==> config.mk <==
export PLATFORM = sky130hd
export DESIGN_NAME = seq_multiplier
export DESIGN_NICKNAME = d
export VERILOG_FILES = /design/src/rtl/seq_multiplier.sv
export SDC_FILE = /design/constraint.sdc
export NUM_CORES = 1
export LEC_CHECK = 0
export ABC_AREA = 0
export CAP_MARGIN = 15
export CORE_MARGIN = 8
export CORE_UTILIZATION = 39
export CTS_CLUSTER_DIAMETER = 50
export DETAILED_ROUTE_END_ITERATION = 16
export GPL_ROUTABILITY_DRIVEN = 0
export GPL_TIMING_DRIVEN = 0
export SLEW_MARGIN = 20
export SYNTH_ARGS = -nofsm -noshare
export SYNTH_HDL_FRONTEND = slang
export SYNTH_SLANG_ARGS = --single-unit
export TNS_END_PERCENT = 100
==> constraint.sdc <==
create_clock -name clk -period 15.2 [get_ports clk]
set_input_delay 3.8 -clock clk [delete_from_list [all_inputs] [get_ports clk]]
set_output_delay 3.8 -clock clk [all_outputs]
set_load 0.005 [all_outputs]
==> src/rtl/seq_multiplier.sv <==
// Iterative shift-add multiplier for the RV32M multiply group (MUL/MULH/MULHSU/MULHU).
// Operands are reduced to magnitudes, multiplied one bit per clock, then sign-corrected.
//
// state  | meaning
// IDLE   | waiting for start; flush blocks acceptance
// CALC   | one partial product per edge, XLEN iterations
// FIX    | sign correction, half select, done asserted
// DONE   | one-cycle done pulse, start ignored

module full_adder (
    input  logic a,
    input  logic b,
    input  logic cin,
    output logic sum,
    output logic cout
);
    assign sum  = a ^ b ^ cin;
    assign cout = (a & b) | (cin & (a ^ b));
endmodule

module seq_multiplier #(
    parameter int XLEN = 32
) (
    input  logic            clk,
    input  logic            rst,
    input  logic            start,
    input  logic [1:0]      op,
    input  logic [XLEN-1:0] rs1,
    input  logic [XLEN-1:0] rs2,
    input  logic            flush,
    output logic            busy,
    output logic            done,
    output logic [XLEN-1:0] result
);
    localparam int CW = $clog2(XLEN);
    localparam logic [1:0] OP_MUL  = 2'b00;
    localparam logic [1:0] OP_MULH = 2'b01;
    localparam logic [1:0] OP_MULHU = 2'b11;

    typedef enum logic [1:0] {S_IDLE, S_CALC, S_FIX, S_DONE} state_t;

    state_t            state_q, state_d;
    logic [1:0]        op_q, op_d;
    logic [XLEN-1:0]   mcand_q, mcand_d;
    logic [XLEN-1:0]   mplier_q, mplier_d;
    logic              neg_q, neg_d;
    logic [2*XLEN-1:0] prod_q, prod_d;
    logic [CW-1:0]     cnt_q, cnt_d;
    logic              busy_q, busy_d;
    logic              done_q, done_d;
    logic [XLEN-1:0]   result_q, result_d;

    logic              rs1_neg, rs2_neg;
    logic [XLEN-1:0]   rs1_abs, rs2_abs;
    logic [XLEN-1:0]   addend, fa_sum;
    logic [XLEN:0]     carry;
    logic [2*XLEN-1:0] prod_fix;

    assign rs1_neg = (op != OP_MULHU) & rs1[XLEN-1];
    assign rs2_neg = ((op == OP_MUL) | (op == OP_MULH)) & rs2[XLEN-1];
    assign rs1_abs = rs1_neg ? (~rs1 + 1'b1) : rs1;
    assign rs2_abs = rs2_neg ? (~rs2 + 1'b1) : rs2;

    // Partial-product adder: acc_hi + addend, carry-out kept as bit XLEN of the sum.
    assign addend   = mplier_q[0] ? mcand_q : '0;
    assign carry[0] = 1'b0;
    for (genvar i = 0; i < XLEN; i++) begin : g_fa
        full_adder u_fa (
            .a   (prod_q[XLEN+i]),
            .b   (addend[i]),
            .cin (carry[i]),
            .sum (fa_sum[i]),
            .cout(carry[i+1])
        );
    end

    assign prod_fix = neg_q ? (~prod_q + 1'b1) : prod_q;

    always_comb begin
        state_d  = state_q;
        op_d     = op_q;
        mcand_d  = mcand_q;
        mplier_d = mplier_q;
        neg_d    = neg_q;
        prod_d   = prod_q;
        cnt_d    = cnt_q;
        busy_d   = busy_q;
        done_d   = done_q;
        result_d = result_q;
        case (state_q)
            S_IDLE: begin
                if (start && !flush) begin
                    op_d     = op;
                    mcand_d  = rs1_abs;
                    mplier_d = rs2_abs;
                    neg_d    = rs1_neg ^ rs2_neg;
                    prod_d   = '0;
                    cnt_d    = '0;
                    busy_d   = 1'b1;
                    state_d  = S_CALC;
                end
            end
            S_CALC: begin
                if (flush) begin
                    busy_d  = 1'b0;
                    state_d = S_IDLE;
                end else begin
                    prod_d   = {carry[XLEN], fa_sum, prod_q[XLEN-1:1]};
                    mplier_d = mplier_q >> 1;
                    cnt_d    = cnt_q + 1'b1;
                    if (cnt_q == CW'(XLEN - 1)) state_d = S_FIX;
                end
            end
            S_FIX: begin
                busy_d  = 1'b0;
                state_d = S_IDLE;
                if (!flush) begin
                    prod_d   = prod_fix;
                    result_d = (op_q == OP_MUL) ? prod_fix[XLEN-1:0] : prod_fix[2*XLEN-1:XLEN];
                    done_d   = 1'b1;
                    state_d  = S_DONE;
                end
            end
            S_DONE: begin
                done_d  = 1'b0;
                state_d = S_IDLE;
            end
            default: state_d = S_IDLE;
        endcase
    end

    always_ff @(posedge clk or negedge rst) begin
        if (!rst) begin
            state_q  <= S_IDLE;
            op_q     <= '0;
            mcand_q  <= '0;
            mplier_q <= '0;
            neg_q    <= 1'b0;
            prod_q   <= '0;
            cnt_q    <= '0;
            busy_q   <= 1'b0;
            done_q   <= 1'b0;
            result_q <= '0;
        end else begin
            state_q  <= state_d;
            op_q     <= op_d;
            mcand_q  <= mcand_d;
            mplier_q <= mplier_d;
            neg_q    <= neg_d;
            prod_q   <= prod_d;
            cnt_q    <= cnt_d;
            busy_q   <= busy_d;
            done_q   <= done_d;
            result_q <= result_d;
        end
    end

    assign busy   = busy_q;
    assign done   = done_q;
    assign result = result_q;

endmodule

== Word level (Yosys, flattened, before mapping) ==
Cells that the tools add are included.
Cells by class
  bitwise operators: 165
  add/sub/neg operators: 4
  muxes and demuxes: 25
  reduce and logical (&&, ||, !) cells: 15
  equality and inequality tests: 11
Operators with widths (number)
  two-way mux 64 bit: 4
  two-way mux 32 bit: 6
  case mux 64 bit (3 select lines): 1
  bitwise AND 1 bit: 65
  adder 32 x 1 -> 32 bit, second input constant: 2
  adder 64 x 1 -> 64 bit, second input constant: 1
  inverter 32 bit: 2
  inverter 64 bit: 1
  case mux 32 bit (2 select lines): 1
  XOR 1 bit: 64
  OR 1 bit: 32
  two-way mux 5 bit: 2
  != test 2 bit, second input constant: 5
  case mux 5 bit (2 select lines): 1
  two-way mux 2 bit: 4
  case mux 2 bit (4 select lines): 1
  AND reduction 2 bit: 4
  logical NOT 2 bit: 3
  AND reduction 3 bit: 2
  adder 5 x 1 -> 5 bit, second input constant: 1
  equality test 5 bit, second input constant: 1
  equality test 2 x 1 -> 1 bit, second input constant: 2
  equality test 2 bit, second input constant: 2
  AND reduction 4 bit: 1
  9 further kinds: 12
Word-level totals
  flip-flop bits (word level): 172
  input bits: 70

== Longest topological paths before layout ==
Gate-level depths: netlist of run 1.
  word-level depth: 66
  gate-level depth with buffers: 40
  gate-level depth less buffers: 40

== Modules after synthesis ==
Synthesis of run 1 repeated with hierarchy kept, for this count alone.
Unflattened totals
  cells, all modules: 1328
  area total of the unflattened synthesis: 11677.4 µm²
Modules (own cells, without submodules)
  seq_multiplier: instances 1, area each 11036.8 µm², cells an instance 1296
  full_adder: instances 32, area each 20.0 µm², cells an instance 1

== Least setup slack after synthesis of run 1 ==
OpenSTA, ideal clock, no wires.
  kind: register -> register
  start point: register mplier_q[0]
  end point: register prod_q[62]
  data arrival time: 11.807 ns
  path slack: 3.253 ns
  cell stages (with the launch flop): 39
  data required time: 15.060 ns
  library setup time: 0.140 ns
  cells stage by stage: dfrtp_1 > clkbuf_1 > nand2_1 > fa_1 > fa_1 > fa_1 > fa_1 > fa_1 > fa_1 > fa_1 > fa_1 > fa_1 > fa_1 > fa_1 > fa_1 > fa_1 > fa_1 > fa_1 > [... 3 more ...] > fa_1 > inv_1 > fa_1 > fa_1 > fa_1 > fa_1 > fa_1 > fa_1 > fa_1 > fa_1 > fa_1 > inv_1 > fa_1 > fa_1 > fa_1 > inv_1 > fa_1 > o221ai_1
On the way
  cells in the longest elaborated chain, start to end: 65
  elaborated cells on any way between the ends: 126
Ends and longest elaborated chain
  start: declaration: line 45  | logic [XLEN-1:0] mplier_q, mplier_d;
  start signal: assignment: line 148  | mplier_q <= mplier_d;
  two-way mux 32 bit (*): line 65  | assign addend = mplier_q[0] ? mcand_q : '0;
  bitwise AND 1 bit / XOR 1 bit (equally long branches): line 18  | assign cout = (a & b) | (cin & (a ^ b));
  bitwise AND 1 bit: line 18
  OR 1 bit: line 18
  bitwise AND 1 bit: line 18
  OR 1 bit: line 18
  bitwise AND 1 bit: line 18
  OR 1 bit: line 18
  [... 49 more ...]
  OR 1 bit: line 18
  bitwise AND 1 bit: line 18
  OR 1 bit: line 18
  bitwise AND 1 bit: line 18
  OR 1 bit: line 18
  XOR 1 bit (*): line 17  | assign sum = a ^ b ^ cin;
  two-way mux 64 bit (*): line 104  | if (flush) begin
  case mux 64 bit (3 select lines) (*): line 90  | case (state_q)
  end signal: assignment: line 150  | prod_q <= prod_d;
  end: declaration: line 47  | logic [2*XLEN-1:0] prod_q, prod_d;
Every way passes the cells marked *; elsewhere a longest branch is shown, timed or not. The select of a mux whose other input is x is not followed.
A chain may end at the register's enable or synchronous reset.

== Final worst setup path of run 1 ==
Ends and elaborated chain as after synthesis.

==> results of run 1 <==
-- synth_stat cells (8+ instances only) --
library cell  instances
and3_1               14
or2_2                12
or3_1                20
nor4_1               29
ha_1                 11
nand3_1              34
a21oi_1              79
xnor2_1              56
nand2b_1             11
clkbuf_1             94
inv_1                51
nor3_1               37
dfrtp_1             172
xor2_1               41
o211ai_1             16
o41ai_1              10
o221ai_1             12
a22oi_1              26
and2_1                9
o21ai_0             149
fa_1                 31
nand2_1             179
mux2i_1              18
nor2_1               82
o32a_1               14
or4_1                26
o22ai_1               8
a31oi_1              17
o31ai_1              21
a221o_1               9
nand4_1              10
-- layout make-up --
class | count | area (µm²) | share of cell area (%)
Multi-Input combinational cell | 1066 | 6930 | 49.7
Sequential cell | 172 | 4300 | 30.9
Timing Repair Buffer | 105 | 1090 | 7.82
Tap cell | 390 | 488 | 3.50
Clock buffer | 22 | 454 | 3.26
Buffer | 103 | 400 | 2.87
Inverter | 51 | 191 | 1.37
Clock inverter | 10 | 85.1 | 0.610
-- power groups by stage --
stage / registers, W / logic (W) / clock network, W
after floorplan: 0.000639 / 0.000907 / 0
after global placement: 0.000671 / 0.00139 / 0
after detailed placement: 0.000674 / 0.00140 / 0
after CTS: 0.000666 / 0.00141 / 0.000423
after global routing: 0.000684 / 0.00156 / 0.000441
final: 0.000669 / 0.00148 / 0.000421
-- kinds of logic after synthesis --
family	count (synthesis)
adders and majority gates	42
buffers and inverters	154
xor gates and xnor gates	97
DFF	172
and+or+nand+nor	491
AOI/OAI and AO/OA	415
muxes	21
-- worst max-delay path, delay by kind of cell (launching register included) --
kind | cells | cell delay (ns)
adders and majority gates | 31 | 11.42
buffers and inverters | 5 | 0.62
DFF | 1 | 0.47
and+or+nand+nor | 1 | 0.21
AOI/OAI and AO/OA | 1 | 0.13
-- metrics by stage --
| step | setup WS [ns] | hold slack [ns] | area, µm² | instances |
|---|---|---|---|---|
| final | 2.19 | 0.477 | 13900 | 1919 |
| after global routing | 1.73 | 0.505 | 13900 | 1919 |
| after CTS | 2.17 | 0.482 | 13900 | 1919 |
| after detailed placement | 2.21 | 0.467 | 13400 | 1887 |
| after global placement | 2.31 | 0.456 | 13300 | 1885 |
| after floorplan | 3.25 | 0.442 | 11800 | 1392 |
-- state kept, by name, summed over array words and instances, names as in the netlist --
name and cells:
busy 1, mplier_q 32, done 1, prod_q 64, op_q 2, cnt_q 5
state_q 2, neg_q 1, result 32, mcand_q 32
-- worst min path at each step --
| stage | to | slack (ns) | depth (start not counted) |
|---|---|---|---|
| finish | result[1] | 0.48 | 2 |
| detailed placement | mcand_q[30] | 0.47 | 2 |
| global placement | result[6] | 0.46 | 2 |
| CTS | cnt_q[4] | 0.48 | 2 |
| global route | mcand_q[27] | 0.51 | 2 |
| floorplan | mcand_q[0] | 0.44 | 2 |
-- layer usage --
layer  vias up  global-route usage [%]  routed length (µm)
li1       5304                       -                   -
met1      5560                    32.3               18800
met2       641                    35.8               18600
met3       134                    6.44                4250
met4         0                    10.2                1870
met5         -                       0                   0
==> metrics.txt, run 1 <==
status finished clean; nets@finish ~1.6k; power per cell area about 180 nW/µm²; CP max stage delay about 0.50 ns; sw power about 0.0013 W; WL/cell between 20 and 25 µm; drt pass-1 iters 6; final WL 43500 µm; Area growth syn-to-layout 18.0%; antenna fix cells 0; Core Region between 20000 and 30000 µm²; CTS Sinks 172; hold path start result[1]; Post-CTS Hold Fix Bufs 0; Syn Std Cell Area around 12000 µm²; post-cts resize count 0; Slew Viols, Final 0; CTS HTree Levels 4; power consumption ~0.0026 W; final core occ 46.9%; R2R Setup Slk around 2.2 ns; TritonCTS Buffers 17; layout cells sized above 1 4.05%; Peak VDD IR around 0.13 mV; Worst path most repeated cell fa_1; commonest non-fill, non-tap cell in the layout nand2_1; I/O Buffers roughly 100; Global Route Usage Sum a little under a quarter; top cells by area, synth dfrtp_1 36%, o21ai_0 6.3%, nand2_1 5.7%; synth unique cells 75; Post-synth EDFFs 0; main combinational cell family by area after synthesis compound AO/OA/AOI/OAI gates; YS warnings 0; Int Power ~0.0012 W; Longest Clk Path Bufs 2; CTS tree yes; die area between 30000 and 40000 µm²; Synth area leader dfrtp_1; clk slew on worst S/H paths 0.07 ns; combinational power share between 50% and 60%; crit path max fanout 10; post-layout minimum cycle time about 13 ns; Avg Cell Area, Syn 8.49 µm²; final setup fails 0; Clk pwr share between 10% and 20%; num rows 63; Vias/cell 6.07; Reg-to-Reg Start mplier_q[0]; post-synthesis net count 1504; DRC viols 0; CP arrival approximately 13 ns; actual slew at the worst max-slew pin around 1.3 ns; Compound-Gate Fraction of Synth Area between 20% and 30%; Clock Latency Late Sink 0.44 ns; vias in the first global route approximately 12k; CP Class reg -> reg; Critical Path Start mplier_q[0]; Post-Route Skew approximately 0.017 ns; Post-synth ARST share 100%; Iteration-0 DRC Markers between 1k and 1.5k; Overflow after GRT 0; global-route wire length before repair 67700 µm; FMAX approximately 77 MHz; max_cap viols 0; pin count of the biggest net entering global routing 93; type of element launching the critical path flop; Initial Utilization between 30% and 40%; depth of the most critical reg-to-reg path 38; CP Data Required Time 15.49 ns; unrepaired setup endpoints after global routing false; share of the synthesized area in the top cell type approximately 36%; multiplexer share of the synthesized area under 10%; via count roughly 12k; Die H 190 µm; most frequent cells in the layout 179 x nand2_1, 172 x dfrtp_1, 149 x o21ai_0; root buf cell clkbuf_16; period utilisation layout 85.6%; adder-cell share of the synthesized area roughly 6.4%; fillers 2923; Synth Flop Type dfrtp_1; Synth Area in XOR/XNOR around 7.2%; Synth Instances between 1k and 1.5k; Reg2Reg Capture Point prod_q[62]; number of top-level pins 104; Slowest-stage cell, CP fa_1; final hold violations 0; Reg power frac 26.0%; Seq/Total Area, Yosys between 30% and 40%; Antenna Nets Post-Route 0; total negative slack 0 ns; initial antenna violation count 0; register bit total from synthesis ~170; Net Sw Frac about half; worst hold path class reg -> reg; chip width ~190 µm; crit path capture prod_q[62]; Simple-Gate Fraction of Synth Area 20.5%; postcts setup bufs 0; Leak roughly 5.7 nW; DP HPWL ~32000 µm; CP Capture Type flop; Slew HR between 10% and 20%
No activity file was read; power rests on OpenSTA's default activity.
==> run 2, diff against run 1 <==
- clock period: 15.2 -> 16.2 ns (I/O delays scaled with it)
==> results of run 2 <==
The final DEF is identical to that of run 1. Status: finished clean.
Among the figures that moved: setup slack after placement 2.21 ns -> 3.21 ns; setup slack after layout 2.19 ns -> 3.19 ns; register-to-register setup slack 2.19 ns -> 3.19 ns; total power 0.00257 W -> 0.00241 W; worst IR drop on VDD 0.133 mV -> 0.125 mV
==> run 3, diff against run 2 <==
- clock period: 16.2 -> 13.5 ns (I/O delays scaled with it)
==> results of run 3 <==
The final DEF is identical to that of run 1. Status: finished clean.
Among the figures that moved: setup slack after placement 2.21 ns -> 0.510 ns; setup slack after layout 2.19 ns -> 0.488 ns; register-to-register setup slack 2.19 ns -> 0.49 ns; total power 0.00257 W -> 0.00289 W; worst IR drop on VDD 0.133 mV -> 0.150 mV
